`src/rtl/ifetch_ctrl.sv`:
```
// ----------------------------------------------------------------------------
// ifetch_ctrl -- instruction-fetch sequencer for a single-cycle-latency IMEM.
//
// Owns the program counter, issues at most one IMEM read per cycle, and
// buffers returned words in a 2-entry FIFO that drains to decode through a
// valid/ready handshake. A redirect flushes the FIFO, squashes the in-flight
// read and restarts fetch at the (aligned, wrapped) target in the same cycle.
//
// Optional feature macro: IFETCH_MISALIGN_TRAP_EN
//   defined   : a redirect with target[1:0] != 0 flushes, issues nothing,
//               raises the sticky fault flag and parks the block in HALT.
//   undefined : target[1:0] is forced to 00, fault is constant 0.
//
// Ports
//   clk, reset      clock, synchronous active-high reset
//   mem_en          IMEM read strobe for this cycle
//   mem_addr        IMEM byte address (word aligned)
//   mem_rdata       IMEM data, valid the cycle after mem_en
//   redirect_valid  single-cycle fetch restart request
//   redirect_pc     restart target
//   inst_valid      FIFO head valid
//   inst_ready      decode accepts the head
//   inst_data       FIFO head instruction (0 when empty)
//   inst_pc         FIFO head address (0 when empty)
//   fault           sticky misaligned-redirect flag
// ----------------------------------------------------------------------------
module ifetch_ctrl #(
  parameter logic [31:0] RESET_PC   = 32'h0000_0000,
  parameter int          IMEM_BYTES = 128
) (
  input  logic        clk,
  input  logic        reset,
  output logic        mem_en,
  output logic [31:0] mem_addr,
  input  logic [31:0] mem_rdata,
  input  logic        redirect_valid,
  input  logic [31:0] redirect_pc,
  output logic        inst_valid,
  input  logic        inst_ready,
  output logic [31:0] inst_data,
  output logic [31:0] inst_pc,
  output logic        fault
);

  // Word-aligned address within IMEM; applying it gives the modulo wrap.
  localparam logic [31:0] PC_MASK = 32'(IMEM_BYTES - 1) & 32'hFFFF_FFFC;

  typedef enum logic {RUN, HALT} state_t;

  state_t      state;
  logic [31:0] pc;
  logic [1:0]  occ;
  logic        vld_p1;
  logic [31:0] pc_p1;
  logic [31:0] q_data [2];
  logic [31:0] q_pc   [2];
  logic        fault_r;

  logic        pop;
  logic        redir;
  logic        misalign;
  logic [31:0] redir_tgt;
  logic [31:0] next_pc;
  logic [1:0]  occ_pop;
  logic [2:0]  need;
  logic        credit;

  assign pop       = inst_valid & inst_ready;
  assign redir     = redirect_valid & (state == RUN);
  assign redir_tgt = redirect_pc & PC_MASK;
  assign occ_pop   = occ - {1'b0, pop};
  assign need      = {1'b0, occ} + {2'b00, vld_p1};
  // Issue only if the word can land in the FIFO even if decode stalls.
  assign credit    = need < (3'd2 + {2'b00, pop});
  assign next_pc   = (mem_addr + 32'd4) & PC_MASK;

`ifdef IFETCH_MISALIGN_TRAP_EN
  assign misalign = (redirect_pc[1:0] != 2'b00);
`else
  assign misalign = 1'b0;
`endif

  // Stage p0: read issue. A redirect bypasses the credit check because the
  // flush releases every credit in the same cycle.
  always_comb begin
    mem_en   = 1'b0;
    mem_addr = pc;
    if (!reset && state == RUN) begin
      if (redir) begin
        mem_en   = ~misalign;
        mem_addr = redir_tgt;
      end else begin
        mem_en   = credit;
      end
    end
  end

  always_ff @(posedge clk) begin
    if (reset) begin
      state   <= RUN;
      pc      <= RESET_PC;
      occ     <= 2'd0;
      vld_p1  <= 1'b0;
      fault_r <= 1'b0;
    end else begin
      case (state)
        RUN: begin
          if (redir && misalign) begin
            state   <= HALT;
            fault_r <= 1'b1;
            occ     <= 2'd0;
            vld_p1  <= 1'b0;
          end else begin
            // A redirect discards the FIFO and the returning word alike.
            occ    <= redir ? 2'd0 : occ_pop + {1'b0, vld_p1};
            vld_p1 <= mem_en;
            if (mem_en) pc <= next_pc;
          end
        end
        HALT: begin
          occ    <= 2'd0;
          vld_p1 <= 1'b0;
        end
        default: state <= RUN;
      endcase
    end
  end

  // Stage p1: response capture into the FIFO tail (shift-on-pop FIFO, head
  // in slot 0). The tail write overrides the shift when both hit slot 0.
  always_ff @(posedge clk) begin
    if (mem_en) pc_p1 <= mem_addr;
    if (pop) begin
      q_data[0] <= q_data[1];
      q_pc[0]   <= q_pc[1];
    end
    if (vld_p1) begin
      if (occ_pop == 2'd0) begin
        q_data[0] <= mem_rdata;
        q_pc[0]   <= pc_p1;
      end else begin
        q_data[1] <= mem_rdata;
        q_pc[1]   <= pc_p1;
      end
    end
  end

  // Stage p2: decode-facing head; data fields read as zero when empty so
  // they need no reset of their own.
  assign inst_valid = (occ != 2'd0);
  assign inst_data  = inst_valid ? q_data[0] : 32'd0;
  assign inst_pc    = inst_valid ? q_pc[0]   : 32'd0;
  assign fault      = fault_r;

endmodule

```
`config.mk`:
```
export PLATFORM = sky130hd
export DESIGN_NAME = ifetch_ctrl
export DESIGN_NICKNAME = d
export VERILOG_FILES = /design/src/rtl/ifetch_ctrl.sv
export SDC_FILE = /design/constraint.sdc
export NUM_CORES = 1
export LEC_CHECK = 0
export ABC_AREA = 1
export CORE_MARGIN = 3
export CORE_UTILIZATION = 39
export DETAILED_ROUTE_END_ITERATION = 16
export MAX_ROUTING_LAYER = met4
export PLACE_DENSITY_LB_ADDON = 0.12
export SKIP_CTS_REPAIR_TIMING = 1
export SLEW_MARGIN = 0
export SYNTH_ARGS = -nofsm -noshare
export SYNTH_HDL_FRONTEND = slang
export SYNTH_SLANG_ARGS = --single-unit
```
`constraint.sdc`:
```
create_clock -name clk -period 3.8 [get_ports clk]
set_input_delay 0.76 -clock clk [delete_from_list [all_inputs] [get_ports clk]]
set_output_delay 0.76 -clock clk [all_outputs]
set_load 0.05 [all_outputs]
```
==> metrics.txt, run 1 <==
Tot Pwr 3.11 mW; setup TNS 0 ns; RSZ-0062 raised after global routing false; dpl ws 0.366 ns; routed via count 2,648; total congestion overflow 0; total routed wirelength 7310 µm; CP max stage delay 0.83 ns; crit path cell chain clkdlybuf4s50_1 > inv_2 > nand2_4 > nand2_1 > nand2_1 > clkdlybuf4s50_1; Met2 Routed Length 3530 µm; worst reg2reg endpoint q_data[0][18]; max-cap violations 0; drt wl/cell 11.4 µm; top_reg_cell synth edfxtp_1; first-pass GRT wire length 11,400 µm; NetSw 1.05 mW; met1 WL 3220 µm; root buffer cell clkbuf_8; dpl cell area 4950 µm²; Initial Util 40.4%; r2r setup slk 1.13 ns; FF-to-FF path depth 10; Avg Cell Area, Syn 10.0 µm²; Layout Utilization 50.3%; Die Y 110 µm; post-route ant nets 0; Worst path slowest cell clkdlybuf4s50_1; logic gate share of total power 29.8%; vias in the first global route 2,343; num rows 37; Cell Count, Final, Fillers Out 644; Antenna Cells 0; Bufs on Longest Clock Path 2; Reg clk slew, reported paths 0.08 ns; share of flip-flops with an asynchronous set or reset 0%; startpoint types primary input; Placed Instances 628; Crit path max-delay family buffers and inverters; max-slew violation total from the final report 0; Top Metal Used met4; Slew HR 25.5%; Clock Latency Late Sink 0.35 ns; CP required 3.04 ns; post-route setup slack 0.356 ns; critical path peak fanout 13; IO Count 167; CTS tree done; status complete, no violations; worst vdd ir 391 µV; gr usage total 12.8%; Critical R2R Launch occ[0]; Yosys top cell by area edfxtp_1; width of the die 110 µm; critical path capture point type output port; Setup crit end mem_addr[5]; measured slew at the worst slew-check pin 1.11 ns; Synth Cell Area 4190 µm²; largest family of logic cells by synthesized area buffers and inverters; synthesized instance count 418; met3 wire length 479 µm; Pwr Density 597 nW/µm²; CP Depth 6; Fin. Hold Viols 0; Detailed Route Iter0 Violations 118; largest cells by area after synthesis edfxtp_1 (57%), buf_4 (9.9%), inv_1 (7.7%); Tcrit/Tclk final 90.6%; Clk pwr share 26.3%; sequential cell area fraction in the yosys report 60.5%; Synth Area in Adders 1.49%; min Tclk post-route 3.44 ns; internal power 2.06 mW; Worst Skew 0.0109 ns; die area 12,000 µm²; Pleak 2.30 nW; Hold Path Class reg -> reg; CP bufs+invs 3; sequential share of power 43.9%; Yosys top cell area share 56.7%; initial antenna violation count 0; Synthesis Warnings 0; arrival time at the worst endpoint 2.68 ns; xor and xnor fraction of the mapped netlist area 0.389%; Setup Viol. Count Final 0; sw frac 33.6%; worst hold slack 0.453 ns; Post-DP HPWL 4900 µm; CP startpoint reset; Final #Nets 576; H-tree depth 3; Finished Cell Area 5210 µm²; 1st-pass router iterations 4; GP Congestion 0.796; fraction of layout cells with a size suffix above 1 6.89%; clock sink count 87; Simple-Gate Fraction of Synth Area 12.5%; fmax 290 MHz; fraction of the mapped netlist area in compound gates 5.74%; Synth Register Bits 87; final-layout fill cell count 984; core area 10,400 µm²; kind of critical path in -> out; Post-synth EDFFs 79; drt drc 0; CTS buffer count 9; Vias/cell 4.11; largest net degree at the start of global routing 75; Synth-to-Final Area Change 24.5%; mux contribution to synthesized area 0%; synth unique cells 25; IO Port Bufs 84
==> kinds of logic after synthesis <==
family	Yosys count
xor gates and xnor gates	1
buffers and inverters	155
AOI/OAI and AO/OA	46
and+or+nand+nor	123
DFF	87
adders and majority gates	5
other	1
==> power by group through the flow <==
| stage | combinational, mW | sequential [mW] | clock (mW) |
|---|---|---|---|
| floorplan | 0.721 | 1.38 | 0 |
| global placement | 0.929 | 1.38 | 0 |
| detailed placement | 0.938 | 1.39 | 0 |
| CTS | 0.942 | 1.37 | 0.845 |
| global route | 1.03 | 1.38 | 0.884 |
| finish | 0.927 | 1.37 | 0.820 |
==> synth_stat cells (2+ instances only) <==
cell type	number
nand2_1	56
clkbuf_2	2
nand3_1	11
nand2_4	2
ha_1	5
nand2_2	5
dfxtp_1	8
nor2_1	45
a21oi_2	2
inv_1	86
edfxtp_1	79
o21ai_1	5
buf_2	6
buf_4	55
o21ai_0	35
clkbuf_1	4
nand3_2	2
a21oi_1	3
==> layer usage <==
metal | up-vias | track usage [%]
li1 | 1370 | -
met1 | 1191 | 16.3
met2 | 79 | 20.0
met3 | 8 | 3.05
met4 | 0 | 4.54
met5 | - | -
==> worst min path at each step <==
stage | start | to | slack (ns) | depth (start not counted)
detailed placement | pc_p1[3] | q_pc[0][35] | 0.44 | 0
finish | pc_p1[6] | q_pc[0][38] | 0.45 | 0
global placement | pc_p1[2] | q_pc[0][34] | 0.43 | 0
CTS | pc_p1[5] | q_pc[0][37] | 0.46 | 0
floorplan | pc_p1[2] | q_pc[0][34] | 0.43 | 0
global route | pc_p1[6] | q_pc[0][38] | 0.47 | 0
==> layout by cell type, fill, tap and decap left out, drive strengths merged <==
master,instances
ha,5
nor3b,1
bufinv,4
clkbuf,10
dfxtp,8
xnor2,1
a21oi,5
clkdlybuf4s50,81
nand3,13
clkinv,2
nor2,45
conb,55
nand2,63
nand4,1
o21ai,40
buf,7
inv,87
a21boi,1
edfxtp,79
==> flip-flops by register name, summed over array words and instances, names as in the netlist <==
name	flops
pc	5
vld_p1	1
pc_p1	5
q_pc	10
occ	2
q_data	64
==> cell type report <==
cell class / count / area (µm²) / area share (%)
multi-input combinational: 230 / 1060 / 20.3
clock buffer: 10 / 128 / 2.45
inverter: 87 / 327 / 6.27
tap: 136 / 170 / 3.27
clock inverter: 6 / 133 / 2.55
sequential: 87 / 2530 / 48.6
timing repair buffer: 88 / 863 / 16.6
==> worst reg2reg max path: stages (launching register included) <==
cell	delay, ns
dfxtp_1	0.33
inv_1	0.07
nand2_1	0.09
inv_1	0.07
buf_4	0.38
nor2_1	0.09
ha_1	0.22
xnor2_2	0.24
nand3_2	0.14
o21ai_4	0.42
buf_4	0.32
Power figures use the tool's default switching activity.
==> inputs of run 2 (changes only) <==
--- a/config.mk
+++ b/config.mk
@@ -11,7 +11,6 @@
 export DETAILED_ROUTE_END_ITERATION = 16
 export MAX_ROUTING_LAYER = met4
 export PLACE_DENSITY_LB_ADDON = 0.12
-export SKIP_CTS_REPAIR_TIMING = 1
 export SLEW_MARGIN = 0
 export SYNTH_ARGS = -nofsm -noshare
 export SYNTH_HDL_FRONTEND = slang
==> results of run 2 <==
No change in the layout: final DEF, timing and power equal those of run 1.
==> inputs of run 3 (changes only) <==
--- a/config.mk
+++ b/config.mk
@@ -6,7 +6,7 @@
 export NUM_CORES = 1
 export LEC_CHECK = 0
 export ABC_AREA = 1
-export CORE_MARGIN = 3
+export CORE_MARGIN = 2
 export CORE_UTILIZATION = 39
 export DETAILED_ROUTE_END_ITERATION = 16
 export MAX_ROUTING_LAYER = met4
==> run 3 against run 2 <==
Sequential share of layout area grew 0.48 points. Combinational power grew 0.6%. Die area shrank 3.6%. Critical endpoint unchanged. Clock power shrank 22%. Maximum frequency grew 0.22%. Highest routed layer unchanged. Total power shrank 5.8%. Core utilization shrank 0.49 points. Non-clock buffer count is the same. Final cell count is the same. Largest cell class unchanged. Wire length shrank 4.1%.
==> metrics.txt, run 3 (synthesis gave the netlist of run 1 again) <==
status complete, no violations; drt wl/cell 10.9 µm (-4.1%); max-slew violation total from the final report 0 (unchanged); Pleak 2.28 nW (-1.2%); Antenna Cells 0 (unchanged); Fin. Hold Viols 0 (unchanged); clock sink count 87 (unchanged); Most flops, register q_data; Regs by FF count q_data (64), q_pc (10); worst hold slack 0.457 ns (+0.00433 ns); Tcrit/Tclk final 90.4% (-0.20 points); Synth-to-Final Area Change 23.3%; postcts setup bufs 0; critical path peak fanout 13 (unchanged); GP Congestion 0.794 (-0.23%); total routed wirelength 7010 µm (-4.1%); first-pass GRT wire length 11,000 µm (-4.3%); CP required 3.04 ns (about the same); Clk pwr share 21.7% (-4.6 points); CTS buffer count 9 (unchanged); Worst Skew 0.0108 ns (-0.0000924 ns); post_cts resized 0; largest net degree at the start of global routing 75 (unchanged); Tot Pwr 2.93 mW (-5.8%); min Tclk post-route 3.44 ns (-0.00751 ns); arrival time at the worst endpoint 2.68 ns (about the same); IO Port Bufs 84 (unchanged); setup TNS 0 ns (unchanged); Bufs on Longest Clock Path 2 (unchanged); RSZ-0062 raised after global routing false; hold buffers post-CTS 0; Detailed Route Iter0 Violations 78 (-34%); die area 11,600 µm² (-3.6%); Pwr Density 568 nW/µm² (-4.9%); vias in the first global route 2,269 (-3.2%); CTS tree done; startpoint types primary input; NetSw 1.06 mW (+1.1%); Final #Nets 576 (unchanged); Initial Util 40.4% (unchanged); worst vdd ir 243 µV (-38%); Reg clk slew, reported paths 0.08 ns (about the same); num rows 37 (unchanged); Clock Latency Late Sink 0.35 ns (about the same); routed via count 2,588 (-2.3%); sequential share of power 46.5% (+2.6 points); commonest non-fill, non-tap cell in the layout inv_1; width of the die 108 µm (-1.8%); drt drc 0 (unchanged); Setup Viol. Count Final 0 (unchanged); sw frac 36.1% (+2.5 points); 1st-pass router iterations 4 (unchanged); logic gate share of total power 31.8% (+2.0 points); Slew HR 29.3% (+3.9 points); measured slew at the worst slew-check pin 1.06 ns (-0.0579 ns); initial antenna violation count 0 (unchanged); Post-DP HPWL 4780 µm (-2.4%); post-route ant nets 0 (unchanged); gr usage total 12.5% (-0.25 points); internal power 1.87 mW (-9.3%); Vias/cell 4.02 (-2.3%); max reg flops 64 (unchanged); critical path capture point type output port; Die Y 108 µm (-1.8%); fraction of layout cells with a size suffix above 1 7.09% (+0.20 points); max-cap violations 0 (unchanged); IO Count 167 (unchanged); root buffer cell clkbuf_8; fmax 291 MHz (+0.22%); total congestion overflow 0 (unchanged); most frequent cells in the layout inv_1 (86), clkdlybuf4s50_1 (81), edfxtp_1 (79); H-tree depth 3 (unchanged); core area 10,400 µm² (unchanged); kind of critical path in -> out; Hold Path Class reg -> reg
## run 3: cell count changes in the layout (fill, tap and decap cells not counted)
cell and delta:
inv_6 +1, buf_12 +1, clkinvlp_4 +1, buf_4 -1
clkbuf_1 -1, clkinv_4 +1, bufinv_16 -3, clkinv_2 +1
## run 3: layout make-up
type | count | area (µm²)
clock buffer | 9 | 124
clock inverter | 7 | 72.6
fill | 969 | 5210
tap | 136 | 170
sequential | 87 | 2530
multi-input combinational | 230 | 1060
inverter | 87 | 327
timing repair buffer | 88 | 876
## run 3: stage by stage
stage               util (%)  setup WS, ns  cell area, µm²  cells
floorplan                  -         0.246            4390    472
global placement        47.9         0.360            4960    628
detailed placement      47.9         0.380            4960    628
CTS                     49.8         0.339            5160    644
global route            49.8         0.207            5160    644
finish                  49.8         0.364            5160    644
## run 3: worst max-delay path, cell delays in order
cell	delay (ns)
clkdlybuf4s50_1	0.58
inv_2	0.13
nand2_4	0.17
nand2_1	0.07
nand2_1	0.14
clkdlybuf4s50_1	0.83
## run 3: path summary, 6_finish.rpt
kind	from	to	slack, ns	cells past startpoint
hold / removal	pc_p1[3]	q_pc[0][35]	0.46	0
hold reg to reg	pc_p1[3]	q_pc[0][35]	0.46	0
setup / recovery	reset	mem_addr[5]	0.36	6
setup reg to reg	occ[1]	q_data[0][30]	0.88	9
## run 3: power groups by stage
stage / Combinational [mW] / Sequential (mW) / Clock [mW]
6_report: 0.933 / 1.36 / 0.636
5_1_grt: 1.03 / 1.38 / 0.694
4_1_cts: 0.948 / 1.36 / 0.659
3_5_place_dp: 0.945 / 1.39 / 0
3_3_place_gp: 0.935 / 1.38 / 0
2_1_floorplan: 0.721 / 1.38 / 0
## run 3: per-layer routing
| layer | GRT usage (%) | part of all wire [%] | vias up |
|---|---|---|---|
| met2 | 19.8 | 48 | 73 |
| li1 | - | - | 1372 |
| met3 | 3.39 | 5.5 | 5 |
| met1 | 15.7 | 46 | 1138 |
| met4 | 4.12 | 0.63 | 0 |
| met5 | - | 0 | - |
